[src/rtl/cpu_mem_pkg.sv]
// Shared definitions for the simpleCPU data memory: FSM encoding and default geometry.
package cpu_mem_pkg;

  typedef enum logic {
    ST_INIT = 1'b0,
    ST_IDLE = 1'b1
  } mem_state_t;

  localparam int unsigned MEM_DATA_W = 8;
  localparam int unsigned MEM_ADDR_W = 6;
  localparam int unsigned MEM_DEPTH  = 4;

endpackage : cpu_mem_pkg

[src/rtl/cpu_ram_sync.sv]
// Synchronous data memory for the simpleCPU datapath: registered read with valid strobe,
// out-of-range error pulse, and a self-initialising sweep (word i <- i) after reset or clear.
module cpu_ram_sync
  import cpu_mem_pkg::*;
#(
  parameter int unsigned DATA_W = MEM_DATA_W,
  parameter int unsigned ADDR_W = MEM_ADDR_W,
  parameter int unsigned DEPTH  = MEM_DEPTH
) (
  input  logic              clk,
  input  logic              rst,
  input  logic              ena_n,
  input  logic              rd,
  input  logic              wr,
  input  logic              clr,
  input  logic [ADDR_W-1:0] addr,
  input  logic [DATA_W-1:0] din,
  output logic [DATA_W-1:0] dout,
  output logic              dout_valid,
  output logic              busy,
  output logic              err
);

  localparam int unsigned     IDX_W   = (DEPTH > 1) ? $clog2(DEPTH) : 1;
  localparam logic [ADDR_W-1:0] LAST_CNT = ADDR_W'(DEPTH - 1);
  localparam logic [ADDR_W:0]   DEPTH_X  = (ADDR_W + 1)'(DEPTH);

  generate
    if ((DEPTH < 1) || (DEPTH > (2 ** ADDR_W))) begin : g_bad_depth
      $error("cpu_ram_sync: DEPTH must satisfy 1 <= DEPTH <= 2**ADDR_W");
    end
  endgenerate

  logic [DATA_W-1:0] mem [DEPTH];

  mem_state_t        state_q, state_d;
  logic [ADDR_W-1:0] cnt_q, cnt_d;
  logic [DATA_W-1:0] dout_d;
  logic              dout_valid_d;
  logic              busy_d;
  logic              err_d;

  logic              mem_we;
  logic [IDX_W-1:0]  mem_widx;
  logic [DATA_W-1:0] mem_wdata;

  logic              in_range;
  logic [IDX_W-1:0]  req_idx;

  // Wide compare so DEPTH == 2**ADDR_W is representable.
  assign in_range = ({1'b0, addr} < DEPTH_X);
  assign req_idx  = IDX_W'(addr);

  // Next-state, next-output and memory write-port decode.
  always_comb begin
    state_d      = state_q;
    cnt_d        = cnt_q;
    dout_d       = dout;
    dout_valid_d = 1'b0;
    err_d        = 1'b0;
    busy_d       = busy;
    mem_we       = 1'b0;
    mem_widx     = '0;
    mem_wdata    = '0;

    case (state_q)
      ST_INIT: begin
        mem_we    = 1'b1;
        mem_widx  = IDX_W'(cnt_q);
        mem_wdata = DATA_W'(cnt_q);
        cnt_d     = cnt_q + 1'b1;
        // Exit on the last implemented word so a full-size array never wraps.
        if (cnt_q == LAST_CNT) begin
          state_d = ST_IDLE;
          busy_d  = 1'b0;
        end
      end

      ST_IDLE: begin
        if (!ena_n) begin
          if (clr) begin
            state_d = ST_INIT;
            cnt_d   = '0;
            busy_d  = 1'b1;
          end else if (rd) begin
            // A simultaneous write is dropped silently.
            if (in_range) begin
              dout_d       = mem[req_idx];
              dout_valid_d = 1'b1;
            end else begin
              err_d = 1'b1;
            end
          end else if (wr) begin
            if (in_range) begin
              mem_we    = 1'b1;
              mem_widx  = req_idx;
              mem_wdata = din;
            end else begin
              err_d = 1'b1;
            end
          end
        end
      end

      default: begin
        state_d = ST_INIT;
        cnt_d   = '0;
        busy_d  = 1'b1;
      end
    endcase
  end

  // State and output registers.
  always_ff @(posedge clk) begin
    if (rst) begin
      state_q    <= ST_INIT;
      cnt_q      <= '0;
      dout       <= '0;
      dout_valid <= 1'b0;
      err        <= 1'b0;
      busy       <= 1'b1;
    end else begin
      state_q    <= state_d;
      cnt_q      <= cnt_d;
      dout       <= dout_d;
      dout_valid <= dout_valid_d;
      err        <= err_d;
      busy       <= busy_d;
    end
  end

  // Storage array; no reset, contents come from the init sweep.
  always_ff @(posedge clk) begin
    if (!rst && mem_we) begin
      mem[mem_widx] <= mem_wdata;
    end
  end

endmodule : cpu_ram_sync

[config.mk]
export PLATFORM = sky130hd
export DESIGN_NAME = cpu_ram_sync
export DESIGN_NICKNAME = d
export VERILOG_FILES = /design/src/rtl/cpu_mem_pkg.sv /design/src/rtl/cpu_ram_sync.sv
export SDC_FILE = /design/constraint.sdc
export NUM_CORES = 1
export LEC_CHECK = 0
export CAP_MARGIN = 20
export CELL_PAD_IN_SITES_DETAIL_PLACEMENT = 2
export CELL_PAD_IN_SITES_GLOBAL_PLACEMENT = 2
export CORE_MARGIN = 2
export CORE_UTILIZATION = 39
export CTS_BUF_LIST = sky130_fd_sc_hd__clkbuf_8
export CTS_CLUSTER_SIZE = 28
export DETAILED_ROUTE_END_ITERATION = 7
export PLACE_DENSITY = 0.86
export SETUP_SLACK_MARGIN = 0.2
export SYNTH_ARGS = -nofsm -noshare
export SYNTH_HDL_FRONTEND = slang
export SYNTH_SLANG_ARGS = --single-unit
export TNS_END_PERCENT = 20
[constraint.sdc]
create_clock -name clk -period 4 [get_ports clk]
set_clock_uncertainty 0.15 [all_clocks]
set_input_delay 1 -clock clk [delete_from_list [all_inputs] [get_ports clk]]
set_output_delay 1 -clock clk [all_outputs]
set_load 0.1 [all_outputs]
==> flow_summary.yaml <==
status:
  status: "finished clean"
timing:
  setup_violations: 0
  hold_slack_ps: 350
  max_freq_mhz: 320
  hold_viol: 0
  worst_slew_pin_slew_ps: 987
  period_share_pct: 78.1
  relSlewSlack_pct: 34.0
  slew_violations: 0
  rsz0062_at_grt: "no"
  fin_tns_setup_ps: 0
  period_needed_ps: 3120
  layout_setup_ws_ps: 878
drt:
  drc: 0
  vias: 1307
  drt_iter0_drc: 95
  postRouteAntennaNets: 0
  wl_per_cell_um: 21.1
  wl_mm: 5.06
  first_pass_iters: 4
  vias_per_cell: 5.45
clock_tree:
  max-clock-path-buffers: 2
  htree_levels: 2
  worstSkewPairLatency_ps: 300
  cts.sinks: 50
  hold_buffers: 0
  numCtsBuffers: 5
  post_cts.repair.setup_buffers: 0
  clkTransAtPathRegs_ps: 90
  cts_resized: 0
  root_buffer: "clkbuf_8"
  cts_tree: "yes"
worst_setup_path:
  crit_chain: "clkdlybuf4s50_1, nor4_4, nand4_1, a211oi_1, buf_4"
  cp.arrival_ps: 2990
  critical_path.max_stage_delay_ps: 550
  crit_fanout: 7
  reg2regPathDepth: 4
  worstPathRequired_ps: 3870
  reg2reg_from: "state_q"
  crit_type: "in2reg"
  startpoint_type: "primary input"
  rrSetupSlack_ps: 1470
  end_kind: "flip-flop"
  r2r_end: "mem[2][2]"
  slowest_stage: "a211oi_1"
logic_synthesis:
  netlist_instances: 133
  synth_fa_ha_area_share_pct: 0.613
  synth_edf_count: 32
  yosysWarnings: 0
  synthMuxAreaShare_pct: 8.83
  syn_nets: 154
  ys_async_sr_fraction_pct: 0
  syn_area_sq_um: 2040
  synth_compound_area_share_pct: 11.9
  ys_seq_elements: 50
  yosys.area_share.simple_pct: 11.8
  synthFlopType: "edfxtp_1"
  synth_top_family_by_area: "compound AO/OA/AOI/OAI gates"
  synth_xor_area_share_pct: 0
  ys_seq_area_share_pct: 64.7
  synth_cell_types: 40
  syn_area_per_cell_sq_um: 15.3
global_routing:
  grt_start_max_net_pins: 16
  grt_antenna_before_repair: 0
  track_usage_pct: 18.3
  grt-ovfl-total: 0
  grt_pass1_vias: 1501
  grt_pass1_wl_mm: 7.98
placement:
  gp_congestion: 0.749
  io_buffers: 30
  placed_area_sq_um: 2430
  dp_cells: 232
  dpl.hpwl_mm: 3.76
  place_ws_ps: 572
final_layout:
  finalNetCount: 190
  utilization_pct: 50.2
  design_area_sq_um: 2550
  area_delta_synth_final_pct: 24.8
  fin_cells: 240
  drive_gt1_share_pct: 15.3
  diodes: 0
die:
  io-pin-count: 31
  die_h_um: 76.3
  start_util_pct: 40.2
  die_w_um: 76.3
  die_area_sq_um: 5830
  core_area_sq_um: 5070
  row_count: 26
hold_path:
  min-delay-start: "dout[6]"
  hold_class: "reg2reg"
  holdPathStages: 1
  whs_endpoint: "dout[6]"
pwr:
  leakage_nw: 0.857
  powerDensity_nw_per_um2: 422
  total_power_mw: 1.08
  peakVddDrop_uv: 143
job:
  drv_cap: 0
==> metal layers <==
| metal | share of wire [%] | GRT usage (%) |
|---|---|---|
| met1 | 42 | 20.1 |
| met2 | 54 | 35.2 |
| met3 | 3.0 | 3.44 |
| met4 | 0.95 | 6.00 |
| met5 | 0 | 0 |
==> cell type report <==
| type | instances | area (sq um) |
|---|---|---|
| fillers | 506 | 2530 |
| flip-flops and latches | 50 | 1320 |
| multi-input cells | 75 | 677 |
| repair buffers | 35 | 338 |
| well taps | 70 | 87.6 |
| clock buffers | 6 | 82.6 |
| clock inverters | 2 | 33.8 |
| inverters | 2 | 7.51 |
==> critical path, delay by kind of cell <==
kind,cells,cell delay (ps)
and+or+nand+nor,2,730
AOI/OAI and AO/OA,1,550
buffers and inverters,2,700
==> synthesized netlist by cell type (2+ instances only) <==
library cell	instances	area (sq um)
nor4b_1	2	17.5
nor2b_1	4	25.0
dfxtp_1	18	360
nand4b_1	2	17.5
mux4_2	8	180
nor2_1	3	11.3
nand2b_1	2	12.5
edfxtp_1	32	961
a21oi_1	7	35.0
a211oi_1	2	15.0
a22o_1	12	105
and2_1	2	12.5
or2_1	2	12.5
nand3_1	4	20.0
a21o_1	3	22.5
nand2_1	5	18.8
clkbuf_1	2	7.51
==> worst max-delay path by stage <==
stage | from | end
after CTS | addr[4] | mem[2][7]
after global placement | addr[4] | mem[2][3]
final | addr[4] | mem[2][2]
after detailed placement | addr[4] | mem[1][4]
after floorplan | addr[4] | mem[0][0]
after global routing | addr[4] | mem[2][6]
==> kinds of logic after synthesis <==
kind of cell    after synthesis
mux                           8
fa+ha+maj                     1
simple gates                 36
flops                        50
buf+inv                       8
compound gates               30
==> layout by cell type, fill, tap and decap left out, types with 2 or more instances in the layout <==
cell type,Yosys,final
a21oi_1,7,7
dfxtp_1,18,18
nand2_1,5,5
nor4b_1,2,2
nand4b_1,2,2
a21o_1,3,3
edfxtp_1,32,32
clkbuf_8,0,6
nor2b_1,4,4
or2_1,2,2
inv_1,1,2
a211oi_1,2,2
and2_1,2,2
clkdlybuf4s50_1,0,30
nand2b_1,2,2
mux4_2,8,8
buf_4,1,5
a22o_1,12,12
nand3_1,4,4
nor2_1,3,3
==> where the power goes <==
part	internal, mW	switching (mW)	leakage, nW
Clock	0.202	0.168	0.0626
Sequential	0.578	0.0140	0.443
Combinational	0.0535	0.0615	0.351
Total	0.833	0.243	0.857
==> flip-flops by register name, indices dropped and copies added (netlist names) <==
register / cells
dout_valid: 1
err: 1
cnt_q: 6
state_q: 1
mem: 32
busy: 1
dout: 8
Power figures use the tool's default switching activity.
